`src/rtl/bus_arbiter.sv`:
```
// rtl/bus_arbiter.sv - NCH-channel round-robin write-bus arbiter with burst hold and registered output stage
module bus_arbiter #(
  parameter int NCH  = 4,
  parameter int BAW  = 32,
  parameter int BDW  = 32,
  parameter int HOLD = 1,
  localparam int CW  = $clog2(NCH)
) (
  input  logic               clk,
  input  logic               rst,
  input  logic [NCH-1:0]     s_wvalid,
  output logic [NCH-1:0]     s_wready,
  input  logic [NCH*BAW-1:0] s_waddr,
  input  logic [NCH*BDW-1:0] s_wdata,
  output logic               m_wvalid,
  input  logic               m_wready,
  output logic [BAW-1:0]     m_waddr,
  output logic [BDW-1:0]     m_wdata,
  output logic [CW-1:0]      m_wsel
);

  localparam int HW = $clog2(HOLD + 1);
  localparam int IW = CW + 1;

  typedef enum logic {EMPTY, FULL} ostate_t;

  ostate_t       state, state_nxt;
  logic [CW-1:0] last;
  logic [CW-1:0] win;
  logic [HW-1:0] cnt;
  logic [IW-1:0] idx;
  logic          burst;
  logic          found;
  logic          load;
  logic          accept;

  // cnt==0 only after reset, when no channel owns a burst yet, so the scan starts at channel 0.
  always_comb begin
    burst = s_wvalid[last] && (cnt != '0) && (cnt < HW'(HOLD));
    win   = last;
    found = 1'b0;
    idx   = '0;
    if (burst) begin
      found = 1'b1;
    end else begin
      for (int i = 1; i <= NCH; i++) begin
        idx = {1'b0, last} + IW'(i);
        if (idx >= IW'(NCH)) idx = idx - IW'(NCH);
        if (!found && s_wvalid[idx[CW-1:0]]) begin
          found = 1'b1;
          win   = idx[CW-1:0];
        end
      end
    end
  end

  assign load   = (state == EMPTY) || m_wready;
  assign accept = load && found && !rst;

  always_comb begin
    s_wready = '0;
    if (accept) s_wready[win] = 1'b1;
  end

  always_comb begin
    state_nxt = state;
    case (state)
      EMPTY:   if (accept) state_nxt = FULL;
      FULL:    if (m_wready && !accept) state_nxt = EMPTY;
      default: state_nxt = EMPTY;
    endcase
  end

  always_ff @(posedge clk) begin
    if (rst) state <= EMPTY;
    else     state <= state_nxt;
  end

  assign m_wvalid = (state == FULL);

  always_ff @(posedge clk) begin
    if (rst) begin
      m_waddr <= '0;
      m_wdata <= '0;
      m_wsel  <= '0;
    end else if (accept) begin
      m_waddr <= s_waddr[win*BAW +: BAW];
      m_wdata <= s_wdata[win*BDW +: BDW];
      m_wsel  <= win;
    end
  end

  always_ff @(posedge clk) begin
    if (rst) begin
      last <= CW'(NCH - 1);
      cnt  <= '0;
    end else if (accept) begin
      last <= win;
      if (win != last)               cnt <= HW'(1);
      else if (cnt < HW'(HOLD))      cnt <= cnt + HW'(1);
    end
  end

endmodule

```
`config.mk`:
```
export PLATFORM = sky130hd
export DESIGN_NAME = bus_arbiter
export DESIGN_NICKNAME = d
export VERILOG_FILES = /design/src/rtl/bus_arbiter.sv
export SDC_FILE = /design/constraint.sdc
export NUM_CORES = 1
export LEC_CHECK = 0
export ABC_CLOCK_PERIOD_IN_PS = 2500
export CORE_AREA = 5 5 127 129
export CTS_CLUSTER_SIZE = 28
export DETAILED_ROUTE_END_ITERATION = 10
export DIE_AREA = 0 0 132 134
export PLACE_DENSITY = 0.83
export REMOVE_ABC_BUFFERS = 1
export SLEW_MARGIN = 20
export SYNTH_ARGS = -nofsm -noshare
export SYNTH_HDL_FRONTEND = slang
export SYNTH_SLANG_ARGS = --single-unit
```
`constraint.sdc`:
```
create_clock -name clk -period 2.5 [get_ports clk]
set_input_delay 0.25 -clock clk [delete_from_list [all_inputs] [get_ports clk]]
set_output_delay 0.25 -clock clk [all_outputs]
set_load 0.03 [all_outputs]
```
==> run_summary.xml <==
<?xml version="1.0" encoding="UTF-8"?>
<metrics>
  <group name="synth">
    <metric name="post_synth_edffs" unit="">0</metric>
    <metric name="post-synth-top-count-cell" unit="">nand3_1</metric>
    <metric name="postSynth.asyncResetShare" unit="">0</metric>
    <metric name="synth.area.top_cells" unit="">dfxtp_1 (31%), mux2_2 (16%), mux2i_1 (15%), a221o_1 (14%), nand3_1 (14%)</metric>
    <metric name="synthesis.area" unit="um2">4530</metric>
    <metric name="ys_seq_elements" unit="">69</metric>
    <metric name="synth_cells" unit="">480</metric>
    <metric name="ys_dominant_reg_cell" unit="">dfxtp_1</metric>
    <metric name="synth-warning-count" unit="">0</metric>
    <metric name="synth.top_cells.by_count" unit="">nand3_1 (126), dfxtp_1 (69), mux2i_1 (66), a221o_1 (63), mux2_2 (63)</metric>
    <metric name="synth.yosys.seq_area_share" unit="">0.305</metric>
    <metric name="synth_top_area_share" unit="">0.305</metric>
    <metric name="post-synth-top-area-cell" unit="">dfxtp_1</metric>
    <metric name="synth.avg_cell_area" unit="um2">9.43</metric>
    <metric name="yosysUniqueCellTypes" unit="">29</metric>
  </group>
  <group name="placed_design">
    <metric name="placement.setup.worst_slack" unit="ns">-0.0340</metric>
    <metric name="placedInstanceArea" unit="um2">8240</metric>
    <metric name="dp_hpwl" unit="um">14100</metric>
    <metric name="place.detailed.instances" unit="">983</metric>
    <metric name="placement.io_buffers" unit="">333</metric>
    <metric name="globalplace.congestion" unit="">0.802</metric>
  </group>
  <group name="die">
    <metric name="die_height" unit="um">134</metric>
    <metric name="rows" unit="">45</metric>
    <metric name="floorplan.die_area" unit="um2">17700</metric>
    <metric name="floorplan.initialDensity" unit="">0.303</metric>
    <metric name="core_region_area" unit="um2">14900</metric>
    <metric name="dieWidth" unit="um">132</metric>
    <metric name="num_io_pins" unit="">334</metric>
  </group>
  <group name="routing">
    <metric name="drt-total-wl" unit="um">18000</metric>
    <metric name="detailedRoute.firstIterationViolations" unit="">246</metric>
    <metric name="routed-via-count" unit="">5119</metric>
    <metric name="route.detailed.drc" unit="">0</metric>
    <metric name="final_antenna_net_count" unit="">0</metric>
    <metric name="wl_per_cell" unit="um">18.1</metric>
    <metric name="firstDrtPassIters" unit="">4</metric>
    <metric name="drt-vias-per-instance" unit="">5.13</metric>
  </group>
  <group name="clock_network">
    <metric name="cts_buffers" unit="">9</metric>
    <metric name="clockBufferDepth" unit="">2</metric>
    <metric name="clk_pin_slew" unit="ns">0.05</metric>
    <metric name="ctsHoldBuffers" unit="">0</metric>
    <metric name="cts_tree" unit="">yes</metric>
    <metric name="post_cts.repair.setup_buffers" unit="">0</metric>
    <metric name="clk_latency" unit="ns">0.33</metric>
    <metric name="h-tree-depth" unit="">3</metric>
    <metric name="cts-root-buf" unit="">clkbuf_16</metric>
    <metric name="cts_num_sinks" unit="">69</metric>
  </group>
  <group name="sta">
    <metric name="worst_slew_pin_slew" unit="ns">0.571</metric>
    <metric name="clock_skew" unit="ns">0.00524</metric>
    <metric name="final_min_period_over_clock_period" unit="">0.949</metric>
    <metric name="whs" unit="ns">0.470</metric>
    <metric name="hold_viol_final" unit="">0</metric>
    <metric name="max-slew-margin-rel" unit="">0.618</metric>
    <metric name="crit_path_setup_slack_layout" unit="ns">0.128</metric>
    <metric name="finalSetupViolCount" unit="">0</metric>
    <metric name="fin_crit" unit="ns">2.37</metric>
    <metric name="max_freq" unit="MHz">422</metric>
    <metric name="report.final.slew_viol_count" unit="">0</metric>
  </group>
  <group name="critical_path">
    <metric name="reg2regPathDepth" unit="">7</metric>
    <metric name="worst-r2r-setup-slack" unit="ns">0.23</metric>
    <metric name="timing.critical_path.from_type" unit="">flop</metric>
    <metric name="worstReg2RegStart" unit="">last[1]</metric>
    <metric name="timing.critical_path.arrival" unit="ns">2.12</metric>
    <metric name="critical_path_class" unit="">reg2out</metric>
    <metric name="r2r-end" unit="">m_wdata[12]</metric>
    <metric name="critPathCaptureType" unit="">output pin</metric>
    <metric name="crit_required" unit="ns">2.25</metric>
    <metric name="maximum_fanout_encountered_on_the_critical_timing_path" unit="">30</metric>
  </group>
  <group name="min_path">
    <metric name="whs_endpoint" unit="">m_waddr[12]</metric>
    <metric name="timing.hold.worst.class" unit="">reg2reg</metric>
    <metric name="holdPathStages" unit="">2</metric>
    <metric name="worst_hold_startpoint" unit="">m_waddr[12]</metric>
  </group>
  <group name="global_route">
    <metric name="grt_remaining_overflow" unit="">0</metric>
    <metric name="globalRouteTotalUtil" unit="">0.192</metric>
    <metric name="grt_max_degree" unit="">67</metric>
    <metric name="number_of_global_route_vias_before_repair" unit="">5088</metric>
    <metric name="grt_first_pass_wirelength" unit="um">27400</metric>
    <metric name="antenna_found_initial" unit="">0</metric>
  </group>
  <group name="pwr">
    <metric name="seq_power_share" unit="">0.287</metric>
    <metric name="vdd.ir_drop.worst" unit="mV">0.316</metric>
    <metric name="pwr-share-comb" unit="">0.473</metric>
    <metric name="switchingPower" unit="uW">1680</metric>
    <metric name="swShare" unit="">0.341</metric>
    <metric name="power_density" unit="nW/um2">578</metric>
    <metric name="p_total" unit="uW">4920</metric>
    <metric name="clockPowerShare" unit="">0.240</metric>
    <metric name="power_report.internal_total" unit="uW">3240</metric>
    <metric name="p_leak" unit="uW">0.00333</metric>
  </group>
  <group name="cells_and_area">
    <metric name="design_area" unit="um2">8510</metric>
    <metric name="finalNetCount" unit="">1069</metric>
    <metric name="area_growth" unit="%">87.9</metric>
    <metric name="insertedDiodeCount" unit="">0</metric>
    <metric name="final_cells" unit="">997</metric>
    <metric name="final_layout_size_suffix_gt1_frac" unit="">0.153</metric>
  </group>
  <group name="outcome">
    <metric name="outcome" unit="">complete, no violations</metric>
  </group>
  <group name="flow_run">
    <metric name="maxCapViolations" unit="">0</metric>
  </group>
</metrics>
==> worst max-delay path, stage by stage, from the launching register on <==
cell and delay (ns):
dfxtp_1 0.40, mux2i_1 0.23, nor2_1 0.09, a311oi_4 0.35, buf_4 0.21, buf_12 0.20
and2_1 0.15, buf_4 0.15
==> cells in the final DEF, fill, tap and decap left out, drive strengths merged, types with 2 or more instances in the layout <==
cell type	Yosys	final
a221o	63	63
nand2b	4	4
mux2	63	63
a21oi	4	4
nand2	2	2
nor2b	4	4
buf	32	41
dfxtp	69	69
clkbuf	25	12
mux2i	66	66
clkdlybuf4s50	0	329
dlygate4sd2	0	2
nor2	8	8
nand3	126	126
clkinv	0	2
==> timing repair <==
item	CTS	global route
setup endpoints to repair	2	2
pin swaps	0	0
gates resized for setup	2	1
endpoints found under the hold margin	0	0
==> how the worst max path moves through the flow <==
stage	start	endpoint	slack (ns)	cells past startpoint
3_3_place_gp	s_wvalid[3]	m_wdata[17]	0.02	9
2_1_floorplan	last[1]	s_wready[2]	-10.83	4
3_5_place_dp	s_wvalid[1]	m_wdata[12]	-0.03	8
6_report	last[1]	s_wready[2]	0.13	7
5_1_grt	last[1]	s_wready[2]	-0.01	7
4_1_cts	s_wvalid[3]	s_wready[2]	0.08	8
==> cells by family (layout without fill, tap and decap cells) <==
kind of cell,after synthesis,count (layout),synth area share
AO/OA/AOI/OAI,73,73,0.158
buffers and inverters,58,387,0.0658
multiplexers,129,129,0.303
AND/OR/NAND/NOR,151,151,0.169
flip-flops,69,69,0.305
==> layer usage <==
metal  global-route usage  share of wire  routed length [um]  vias up
met5                    0              0                   0        -
met4               0.0611          0.019                 338        0
met3               0.0724          0.095                1710       20
met2                0.337           0.50                9070      222
met1                0.214           0.38                6920     2370
li1                     -              -                   -     2507
==> stage by stage <==
stage / setup TNS (ns) / util
final: 0 / 0.570
after global routing: -0.0167 / 0.570
after CTS: 0 / 0.570
after detailed placement: -0.319 / 0.552
after global placement: 0 / 0.552
after floorplan: -727.81 / -
==> area by class of cell <==
class / count / area, um2
fillers: 1312 / 6410
repair buffers: 372 / 3730
multi-input cells: 353 / 2890
flip-flops and latches: 69 / 1380
clock buffers: 12 / 256
well taps: 188 / 235
clock inverters: 2 / 10.0
inverters: 1 / 3.75
==> sequential cells by signal (all words and copies together), names as in the netlist <==
name / flops
last: 2
m_wsel: 2
m_wvalid: 1
m_waddr: 32
m_wdata: 32
==> power groups by stage <==
| stage | sequential (uW) | clock, uW | combinational [uW] |
|---|---|---|---|
| finish | 1410 | 1180 | 2330 |
| CTS | 1410 | 1210 | 2350 |
| floorplan | 1790 | 0 | 939 |
| detailed placement | 1430 | 0 | 2340 |
| global route | 1430 | 1250 | 2470 |
| global placement | 1430 | 0 | 2310 |
No activity file was read; power rests on OpenSTA's default activity.
